<file path="src/rtl/legv8_ctrl_pkg.sv">
// Shared encodings for the LEGv8 multi-cycle sequencer: states, opcodes,
// instruction classes and datapath mux selects.
package legv8_ctrl_pkg;

  typedef enum logic [3:0] {
    S_FETCH    = 4'd0,
    S_DECODE   = 4'd1,
    S_MEM_ADDR = 4'd2,
    S_MEM_RD   = 4'd3,
    S_MEM_WB   = 4'd4,
    S_MEM_WR   = 4'd5,
    S_EXEC     = 4'd6,
    S_R_WB     = 4'd7,
    S_BRANCH   = 4'd8,
    S_JUMP     = 4'd9,
    S_HALT     = 4'd10
  } state_t;

  typedef enum logic [2:0] {
    C_RTYPE,
    C_LOAD,
    C_STORE,
    C_CBZ,
    C_B,
    C_ILLEGAL
  } iclass_t;

  localparam logic [10:0] OP_LDR = 11'b11111000010;
  localparam logic [10:0] OP_STR = 11'b11111000000;
  localparam logic [10:0] OP_ADD = 11'b10001011000;
  localparam logic [10:0] OP_SUB = 11'b11001011000;
  localparam logic [10:0] OP_AND = 11'b10001010000;
  localparam logic [10:0] OP_ORR = 11'b10101010000;
  localparam logic [5:0]  OP_B_PFX   = 6'b000101;
  localparam logic [7:0]  OP_CBZ_PFX = 8'b10110100;

  localparam logic [1:0] SRCA_PC      = 2'b00;
  localparam logic [1:0] SRCA_OLD_PC  = 2'b01;
  localparam logic [1:0] SRCA_REG     = 2'b10;
  localparam logic [1:0] SRCB_REG     = 2'b00;
  localparam logic [1:0] SRCB_FOUR    = 2'b01;
  localparam logic [1:0] SRCB_IMM     = 2'b10;
  localparam logic [1:0] SRCB_IMM_SH2 = 2'b11;
  localparam logic [1:0] ALUOP_ADD    = 2'b00;
  localparam logic [1:0] ALUOP_PASS_B = 2'b01;
  localparam logic [1:0] ALUOP_FUNCT  = 2'b10;

endpackage

</file>
<file path="src/rtl/legv8_opcode_decode.sv">
// Combinational classification of IR[31:21] into the instruction classes
// the sequencer branches on.
module legv8_opcode_decode
  import legv8_ctrl_pkg::*;
(
  input  logic [10:0] opcode,
  output iclass_t     iclass
);

  always_comb begin
    iclass = C_ILLEGAL;
    if (opcode[10:5] == OP_B_PFX) begin
      iclass = C_B;
    end else if (opcode[10:3] == OP_CBZ_PFX) begin
      iclass = C_CBZ;
    end else begin
      case (opcode)
        OP_LDR:                         iclass = C_LOAD;
        OP_STR:                         iclass = C_STORE;
        OP_ADD, OP_SUB, OP_AND, OP_ORR: iclass = C_RTYPE;
        default:                        iclass = C_ILLEGAL;
      endcase
    end
  end

endmodule

</file>
<file path="src/rtl/legv8_multicycle_ctrl.sv">
// Multi-cycle LEGv8 control sequencer with memory-ready stalls.
// Optional performance counters are built when LEGV8_MC_PERF_EN is defined.
module legv8_multicycle_ctrl
  import legv8_ctrl_pkg::*;
#(
  parameter int STATE_W = 4,
  parameter int CNT_W   = 32
) (
  input  logic               CLOCK,
  input  logic               RESET,
  input  logic [10:0]        OPCODE,
  input  logic               ALU_ZERO,
  input  logic               MEM_READY,
  output logic               PC_WRITE,
  output logic               PC_SRC,
  output logic               IR_WRITE,
  output logic               IORD,
  output logic               MEM_READ,
  output logic               MEM_WRITE,
  output logic               REG2LOC,
  output logic               REG_WRITE,
  output logic               MEM2REG,
  output logic [1:0]         ALUSRC_A,
  output logic [1:0]         ALUSRC_B,
  output logic [1:0]         ALU_OP,
  output logic               HALTED,
  output logic [STATE_W-1:0] STATE,
  output logic [CNT_W-1:0]   INSTR_COUNT,
  output logic [CNT_W-1:0]   CYCLE_COUNT
);

  state_t  state;
  iclass_t iclass;

  legv8_opcode_decode u_decode (
    .opcode (OPCODE),
    .iclass (iclass)
  );

  always_ff @(posedge CLOCK or posedge RESET) begin
    if (RESET) begin
      state <= S_FETCH;
    end else begin
      case (state)
        S_FETCH:    if (MEM_READY) state <= S_DECODE;
        S_DECODE: begin
          case (iclass)
            C_B:              state <= S_JUMP;
            C_CBZ:            state <= S_BRANCH;
            C_LOAD, C_STORE:  state <= S_MEM_ADDR;
            C_RTYPE:          state <= S_EXEC;
            default:          state <= S_HALT;
          endcase
        end
        S_MEM_ADDR: state <= (iclass == C_LOAD) ? S_MEM_RD : S_MEM_WR;
        S_MEM_RD:   if (MEM_READY) state <= S_MEM_WB;
        S_MEM_WB:   state <= S_FETCH;
        S_MEM_WR:   if (MEM_READY) state <= S_FETCH;
        S_EXEC:     state <= S_R_WB;
        S_R_WB:     state <= S_FETCH;
        S_BRANCH:   state <= S_FETCH;
        S_JUMP:     state <= S_FETCH;
        S_HALT:     state <= S_HALT;
        default:    state <= S_HALT;
      endcase
    end
  end

  // Strobes decode from the current state; FETCH and BRANCH writes also follow inputs.
  always_comb begin
    PC_WRITE  = 1'b0;
    PC_SRC    = 1'b0;
    IR_WRITE  = 1'b0;
    IORD      = 1'b0;
    MEM_READ  = 1'b0;
    MEM_WRITE = 1'b0;
    REG2LOC   = 1'b0;
    REG_WRITE = 1'b0;
    MEM2REG   = 1'b0;
    ALUSRC_A  = SRCA_PC;
    ALUSRC_B  = SRCB_REG;
    ALU_OP    = ALUOP_ADD;
    HALTED    = 1'b0;
    case (state)
      S_FETCH: begin
        MEM_READ = 1'b1;
        ALUSRC_B = SRCB_FOUR;
        IR_WRITE = MEM_READY;
        PC_WRITE = MEM_READY;
      end
      S_DECODE: begin
        ALUSRC_A = SRCA_OLD_PC;
        ALUSRC_B = SRCB_IMM_SH2;
        REG2LOC  = (iclass == C_STORE) || (iclass == C_CBZ);
      end
      S_MEM_ADDR: begin
        ALUSRC_A = SRCA_REG;
        ALUSRC_B = SRCB_IMM;
        REG2LOC  = 1'b1;
      end
      S_MEM_RD: begin
        IORD     = 1'b1;
        MEM_READ = 1'b1;
      end
      S_MEM_WB: begin
        REG_WRITE = 1'b1;
        MEM2REG   = 1'b1;
      end
      S_MEM_WR: begin
        IORD      = 1'b1;
        MEM_WRITE = 1'b1;
        REG2LOC   = 1'b1;
      end
      S_EXEC: begin
        ALUSRC_A = SRCA_REG;
        ALU_OP   = ALUOP_FUNCT;
      end
      S_R_WB:   REG_WRITE = 1'b1;
      S_BRANCH: begin
        REG2LOC  = 1'b1;
        ALU_OP   = ALUOP_PASS_B;
        PC_SRC   = 1'b1;
        PC_WRITE = ALU_ZERO;
      end
      S_JUMP: begin
        PC_SRC   = 1'b1;
        PC_WRITE = 1'b1;
      end
      S_HALT:   HALTED = 1'b1;
      default:  HALTED = 1'b1;
    endcase
  end

  assign STATE = STATE_W'(state);

`ifdef LEGV8_MC_PERF_EN
  logic [CNT_W-1:0] cycle_cnt;
  logic [CNT_W-1:0] instr_cnt;
  logic             retire;

  // An instruction retires on the edge that returns the sequencer to FETCH.
  assign retire = (state == S_MEM_WB) || (state == S_R_WB) || (state == S_BRANCH) ||
                  (state == S_JUMP) || ((state == S_MEM_WR) && MEM_READY);

  always_ff @(posedge CLOCK or posedge RESET) begin
    if (RESET) begin
      cycle_cnt <= '0;
      instr_cnt <= '0;
    end else begin
      if (state != S_HALT) cycle_cnt <= cycle_cnt + CNT_W'(1);
      if (retire)          instr_cnt <= instr_cnt + CNT_W'(1);
    end
  end

  assign CYCLE_COUNT = cycle_cnt;
  assign INSTR_COUNT = instr_cnt;
`else
  assign CYCLE_COUNT = '0;
  assign INSTR_COUNT = '0;
`endif

endmodule

</file>
<file path="config.mk">
export PLATFORM = sky130hd
export DESIGN_NAME = legv8_multicycle_ctrl
export DESIGN_NICKNAME = d
export VERILOG_FILES = /design/src/rtl/legv8_ctrl_pkg.sv /design/src/rtl/legv8_opcode_decode.sv /design/src/rtl/legv8_multicycle_ctrl.sv
export SDC_FILE = /design/constraint.sdc
export NUM_CORES = 1
export LEC_CHECK = 0
export ABC_AREA = 0
export CAP_MARGIN = 20
export CORE_UTILIZATION = 34
export CTS_CLUSTER_SIZE = 16
export DETAILED_ROUTE_END_ITERATION = 16
export PLACE_DENSITY = 0.95
export SYNTH_ARGS = -nofsm -noshare
export SYNTH_HDL_FRONTEND = slang
export SYNTH_SLANG_ARGS = --single-unit
</file>
<file path="constraint.sdc">
create_clock -name CLOCK -period 2.27 [get_ports CLOCK]
set_clock_uncertainty 0.2 [all_clocks]
set_input_delay 0.227 -clock CLOCK [delete_from_list [all_inputs] [get_ports CLOCK]]
set_output_delay 0.227 -clock CLOCK [all_outputs]
set_load 0.005 [all_outputs]
</file>
==> run metrics, run 1 <==
outcome completed; CP max-delay cell clkdlybuf4s50_1; Die ar. 0.00341 mm^2; most common cell in the netlist buf_4; synth unique cells 43; average size of a mapped cell 7.40 um^2; WHS Endpoint STATE[0]$_DFFE_PP0P_; initial antenna violation count 0; area delta synth->final 30.8%; post-route ant nets 0; f_max 0.448 GHz; minimum hold slack 0.383 ns; P_leak 0.670 nW; r2r startpoint STATE[3]$_DFFE_PP0P_; # DRC 0; Worst Hold Launch STATE[3]$_DFFE_PP0P_; CTS root buffer clkbuf_4; # nets final 215; die height 58.4 um; Worst EP arrival 1.81 ns; Synthesis Warnings 0; worst skew pair latency 0.23 ns; synthesized cell area 0.00108 mm^2; layout cells sized above 1 16.7%; # IOs 99; CTS Buffer Depth 2; Num CTS Buffers 3; Rows 20; vias per cell 4.00; first-pass GRT wire length 3.41 mm; Synth top area share 45.1%; Data required, critical path 1.84 ns; worst reg2reg path depth 6; detailed-route via count 968; kind of critical path flop to output port; RSZ-0062 raised after global routing true; H-tree levels 1; crit-path max FO 8; fraction of registers with async set/reset 100%; largest net degree at the start of global routing 18; DR pass1 iterations 4; clock slew at reported path FFs 0.04 ns; hold crit path type flop to flop; R2R Path End STATE[1]$_DFFE_PP0P_; Slew Viols, Final 0; CP Capture Type output port; DP Wirelength 1.81 mm; worst-path cell chain buf_4 -> nand2b_1 -> nor3_4 -> clkdlybuf4s50_1; WP buf/inv 2; DRT iter0 DRCs 36; Worst setup SP type flop; R2R Setup Slk 0.57 ns; Worst VDD drop 270 uV; Max-Cap Viols 0; TritonCTS clock tree yes; share of the yosys chip area belonging to registers 9.26%; CP delay by family, top buffers and inverters; dominant synthesized flop cell dfrtp_1; Post-synth top cells 65 x buf_4, 8 x nor2_1, 7 x a21oi_1; Pwr Density 830 mW/mm^2; initial core utilization 35.7%; fin crit share 98.4%; EDFF count, synth 0; Die X 58.4 um; core footprint 0.00303 mm^2; Final min period 2.23 ns; vias in the first global route 811; Setup Viol. Count Final 0; # clock sinks 4; leading cell types by total area after synthesis buf_4 45%, dfrtp_1 9.3%, a21oi_1 3.2%; Routed WL 2.17 mm; area leader, netlist buf_4; GP Congestion 0.890; Hold Crit Depth 2; Power Total 1.17 mW; max reg flops 4; #FFs+latches synth 4; wire per inst 8.95 um; number of antenna diodes 0; Hold Fails Final Rpt 0; Syn Inst Count 146; I/O Buffers 34; Global Route Usage Sum 12.6%; total grt overflow 0; CP peak stage delay 0.54 ns
==> worst max path at each step <==
| stage | from | to | slack (ns) | cells past startpoint |
|---|---|---|---|---|
| 2_1_floorplan | STATE[2]$_DFFE_PP0P_ | REG2LOC | 0.59 | 5 |
| 3_3_place_gp | OPCODE[1] | REG2LOC | -0.19 | 6 |
| 3_5_place_dp | OPCODE[1] | REG2LOC | -0.24 | 6 |
| 4_1_cts | STATE[3]$_DFFE_PP0P_ | ALUSRC_A[0] | 0.02 | 4 |
| 5_1_grt | STATE[1]$_DFFE_PP0P_ | ALUSRC_B[1] | -0.05 | 4 |
| 6_report | STATE[3]$_DFFE_PP0P_ | ALUSRC_A[0] | 0.04 | 4 |
==> worst reg2reg max path, cell delays in order (launching register included) <==
cell and delay [ns]:
dfrtp_1 0.39, buf_4 0.17, nand2b_1 0.23, nor3_4 0.24, buf_4 0.15, a21oi_1 0.06
a31oi_1 0.17
==> cells in the final DEF, fill, tap and decap left out, types with 3 or more instances in the layout <==
master	n
o21bai_1	3
buf_4	20
or3_1	3
inv_1	4
nor3_1	6
clkdlybuf4s50_1	32
clkbuf_4	3
conb_1	64
nand3_1	3
nand2b_1	4
dfrtp_1	3
a21oi_1	7
nor2_1	8
==> layer usage <==
layer / up-vias / global-route usage, % / part of all wire (%)
met5: - / 0 / 0
met4: 0 / 1.02 / 0
met3: 0 / 3.52 / 9.8
met2: 67 / 23.0 / 51
met1: 431 / 15.3 / 39
li1: 470 / - / -
==> per-stage QoR <==
| step | instance area, um^2 | std cells | setup WS, ns | utilization, % | TNS (ns) |
|---|---|---|---|---|---|
| floorplan | 1320 | 209 | 0.592 | - | 0 |
| global placement | 1340 | 237 | -0.190 | 44.3 | -0.190 |
| detailed placement | 1340 | 237 | -0.240 | 44.3 | -0.240 |
| CTS | 1390 | 241 | 0.0246 | 46.0 | 0 |
| global route | 1410 | 242 | -0.0485 | 46.7 | -0.0957 |
| finish | 1410 | 242 | 0.0365 | 46.7 | 0 |
==> power breakdown <==
part	switching, mW	internal (mW)	total, mW
Clock	0.0282	0.0591	0.0873
Sequential	0.0420	0.106	0.148
Combinational	0.414	0.525	0.939
Total	0.484	0.689	1.17
==> cell families (layout without fill, tap and decap cells) <==
group	after synthesis	in the layout	share of synthesized area (%)
flip-flops	4	4	9.26
AND/OR/NAND/NOR	42	42	25.5
AO/OA/AOI/OAI	23	23	13.5
XOR/XNOR	2	2	1.62
other	1	64	0.347
buffers and inverters	73	62	48.8
multiplexers	1	1	0.926
==> area by class of cell <==
cell class | count | area [um^2]
repair buffers | 55 | 499
fillers | 314 | 1610
multi-input cells | 132 | 721
well taps | 44 | 55.1
inverters | 4 | 15.0
clock buffers | 3 | 22.5
flip-flops and latches | 4 | 101
==> what timing repair did <==
action,4_1_cts,5_1_grt
pin swaps,1,2
setup endpoints to repair,4,5
resized for setup,6,4
hold buffers,1,0
setup buffers,0,1
endpoints found under the hold margin,4,0
Power figures use the tool's default switching activity.
==> run 2, diff against run 1 <==
--- a/config.mk
+++ b/config.mk
@@ -11,6 +11,7 @@
 export CTS_CLUSTER_SIZE = 16
 export DETAILED_ROUTE_END_ITERATION = 16
 export PLACE_DENSITY = 0.95
+export SLEW_MARGIN = 20
 export SYNTH_ARGS = -nofsm -noshare
 export SYNTH_HDL_FRONTEND = slang
 export SYNTH_SLANG_ARGS = --single-unit
==> constraint.sdc (replaced) <==
create_clock -name CLOCK -period 2.72 [get_ports CLOCK]
set_clock_uncertainty 0.2 [all_clocks]
set_input_delay 0.272 -clock CLOCK [delete_from_list [all_inputs] [get_ports CLOCK]]
set_output_delay 0.272 -clock CLOCK [all_outputs]
set_load 0.005 [all_outputs]
==> run 2 against run 1 <==
  * Non-clock buffer count is 18 lower
  * Core utilization decreased by 5.3 points
  * Largest power group unchanged
  * Worst hold slack lost 0.36 ns
  * Highest routed layer is now met4
  * Critical endpoint is now REG2LOC
  * Critical path type is now primary input to output port
  * Cell area fell by 11%
==> run metrics, run 2 (same netlist as run 1, synthesis figures left out) <==
Register Area 101 um^2; post-route ant nets 0; worst skew pair latency 0.24 ns; Worst VDD drop 172 uV; CP Capture Type output port; GR Util met2 18.1%; DRT iter0 DRCs 26; Worst setup SP type primary input; Int Power 524 uW; Resized Gates After CTS 0; Die X 58.4 um; Pwr Density 714 mW/mm^2; # fillers 333; Slew Viols, Final 0; layout cells sized above 1 7.78%; # clock sinks 4; Combinational Power Share 75.9%; f_max 0.385 GHz; hold buffer count at cts 0; wire per inst 8.93 um; most common cell after layout, fill and taps aside conb_1; fin crit share 95.6%; number of antenna diodes 0; GP Congestion 0.818; sequential share of power 15.3%; first-pass GRT wire length 2.99 mm; M1 GR Usage 14.9%; total grt overflow 0; Data required, critical path 2.25 ns; CTS Buffer Depth 2; P_leak 0.575 nW; most frequent cells in the layout 64 x conb_1, 34 x clkdlybuf4s50_1, 8 x nor2_1; Final min period 2.60 ns; Hold Fails Final Rpt 0; Global Route Usage Sum 11.2%; crit-path max FO 3; H-tree levels 1; CTS root buffer clkbuf_4; TritonCTS clock tree yes; Worst EP arrival 2.13 ns; Fin Setup TNS 0 ns; Rows 20; # nets final 197; # DRC 0; initial core utilization 35.7%; initial antenna violation count 0; switching part of the total 41.4%; Die ar. 0.00341 mm^2; vias in the first global route 669; hold crit path type primary input to async pin; # IOs 99; Core Util, Final 41.4%; RSZ-0062 raised after global routing false; Max-Cap Viols 0; switching power total 370 uW; outcome completed; max reg flops 4; setup bufs post-CTS 0; area of the multi-input gates 696 um^2; clock share of power 8.8%; Final Instance Area 0.00125 mm^2; clock slew at reported path FFs 0.04 ns; area delta synth->final 15.9%; largest net degree at the start of global routing 15; met3 GRT Util 1.54%; kind of critical path primary input to output port; DP Wirelength 1.66 mm; GRT busiest layer met2; Setup Viol. Count Final 0; Routed WL 2.00 mm; DR pass1 iterations 4; core footprint 0.00303 mm^2; I/O Buffers 34; die height 58.4 um; Num CTS Buffers 3; vias per cell 4.04; detailed-route via count 905; Placed Area 0.00122 mm^2
==> run 2: routing by layer <==
layer | share of wire, % | up-vias | routed length, um
li1 | - | 436 | -
met1 | 42 | 402 | 842
met2 | 47 | 65 | 940
met3 | 9.9 | 2 | 197
met4 | 1.0 | 0 | 20
met5 | 0 | - | 0
==> run 2: critical path, cell delays in order <==
cell and delay, ns:
clkdlybuf4s50_1 0.44, or3_1 0.39, o21ai_0 0.18, a21oi_1 0.12, o31ai_1 0.20, clkdlybuf4s50_1 0.53
==> run 2: area by class of cell <==
class	instances	share of cell area [%]
clock buffers	3	1.80
inverters	4	1.20
multi-input cells	132	55.5
flip-flops and latches	4	8.09
well taps	44	4.40
repair buffers	37	29.0
==> run 2: path summary, 6_finish.rpt <==
check                                     start                   end  slack (ns)  depth (start not counted)
min in group CLOCK         STATE[3]$_DFFE_PP0P_  STATE[0]$_DFFE_PP0P_        0.43                          1
setup reg to reg           STATE[2]$_DFFE_PP0P_  STATE[0]$_DFFE_PP0P_        1.07                          5
hold / removal                            RESET  STATE[2]$_DFFE_PP0P_        0.03                          2
max in group asynchronous                 RESET  STATE[3]$_DFFE_PP0P_        2.11                          2
hold reg to reg            STATE[3]$_DFFE_PP0P_  STATE[0]$_DFFE_PP0P_        0.43                          1
setup / recovery                      OPCODE[0]               REG2LOC        0.12                          6
==> run 2: stage by stage <==
step	power (mW)	setup slack [ns]	hold WS, ns	std cells
after floorplan	0.542	0.997	-0.162	209
after global placement	0.793	0.161	0.264	221
after detailed placement	0.805	0.156	0.289	221
after CTS	0.890	0.104	0.0294	224
after global routing	0.985	0.0635	0.0510	224
final	0.894	0.120	0.0283	224
==> run 2: power groups by stage <==
stage               clock network, mW  registers (mW)  logic (mW)
finish                         0.0786           0.137       0.678
floorplan                           0           0.112       0.430
global route                   0.0851           0.145       0.755
detailed placement                  0           0.133       0.672
global placement                    0           0.132       0.662
CTS                            0.0832           0.133       0.674
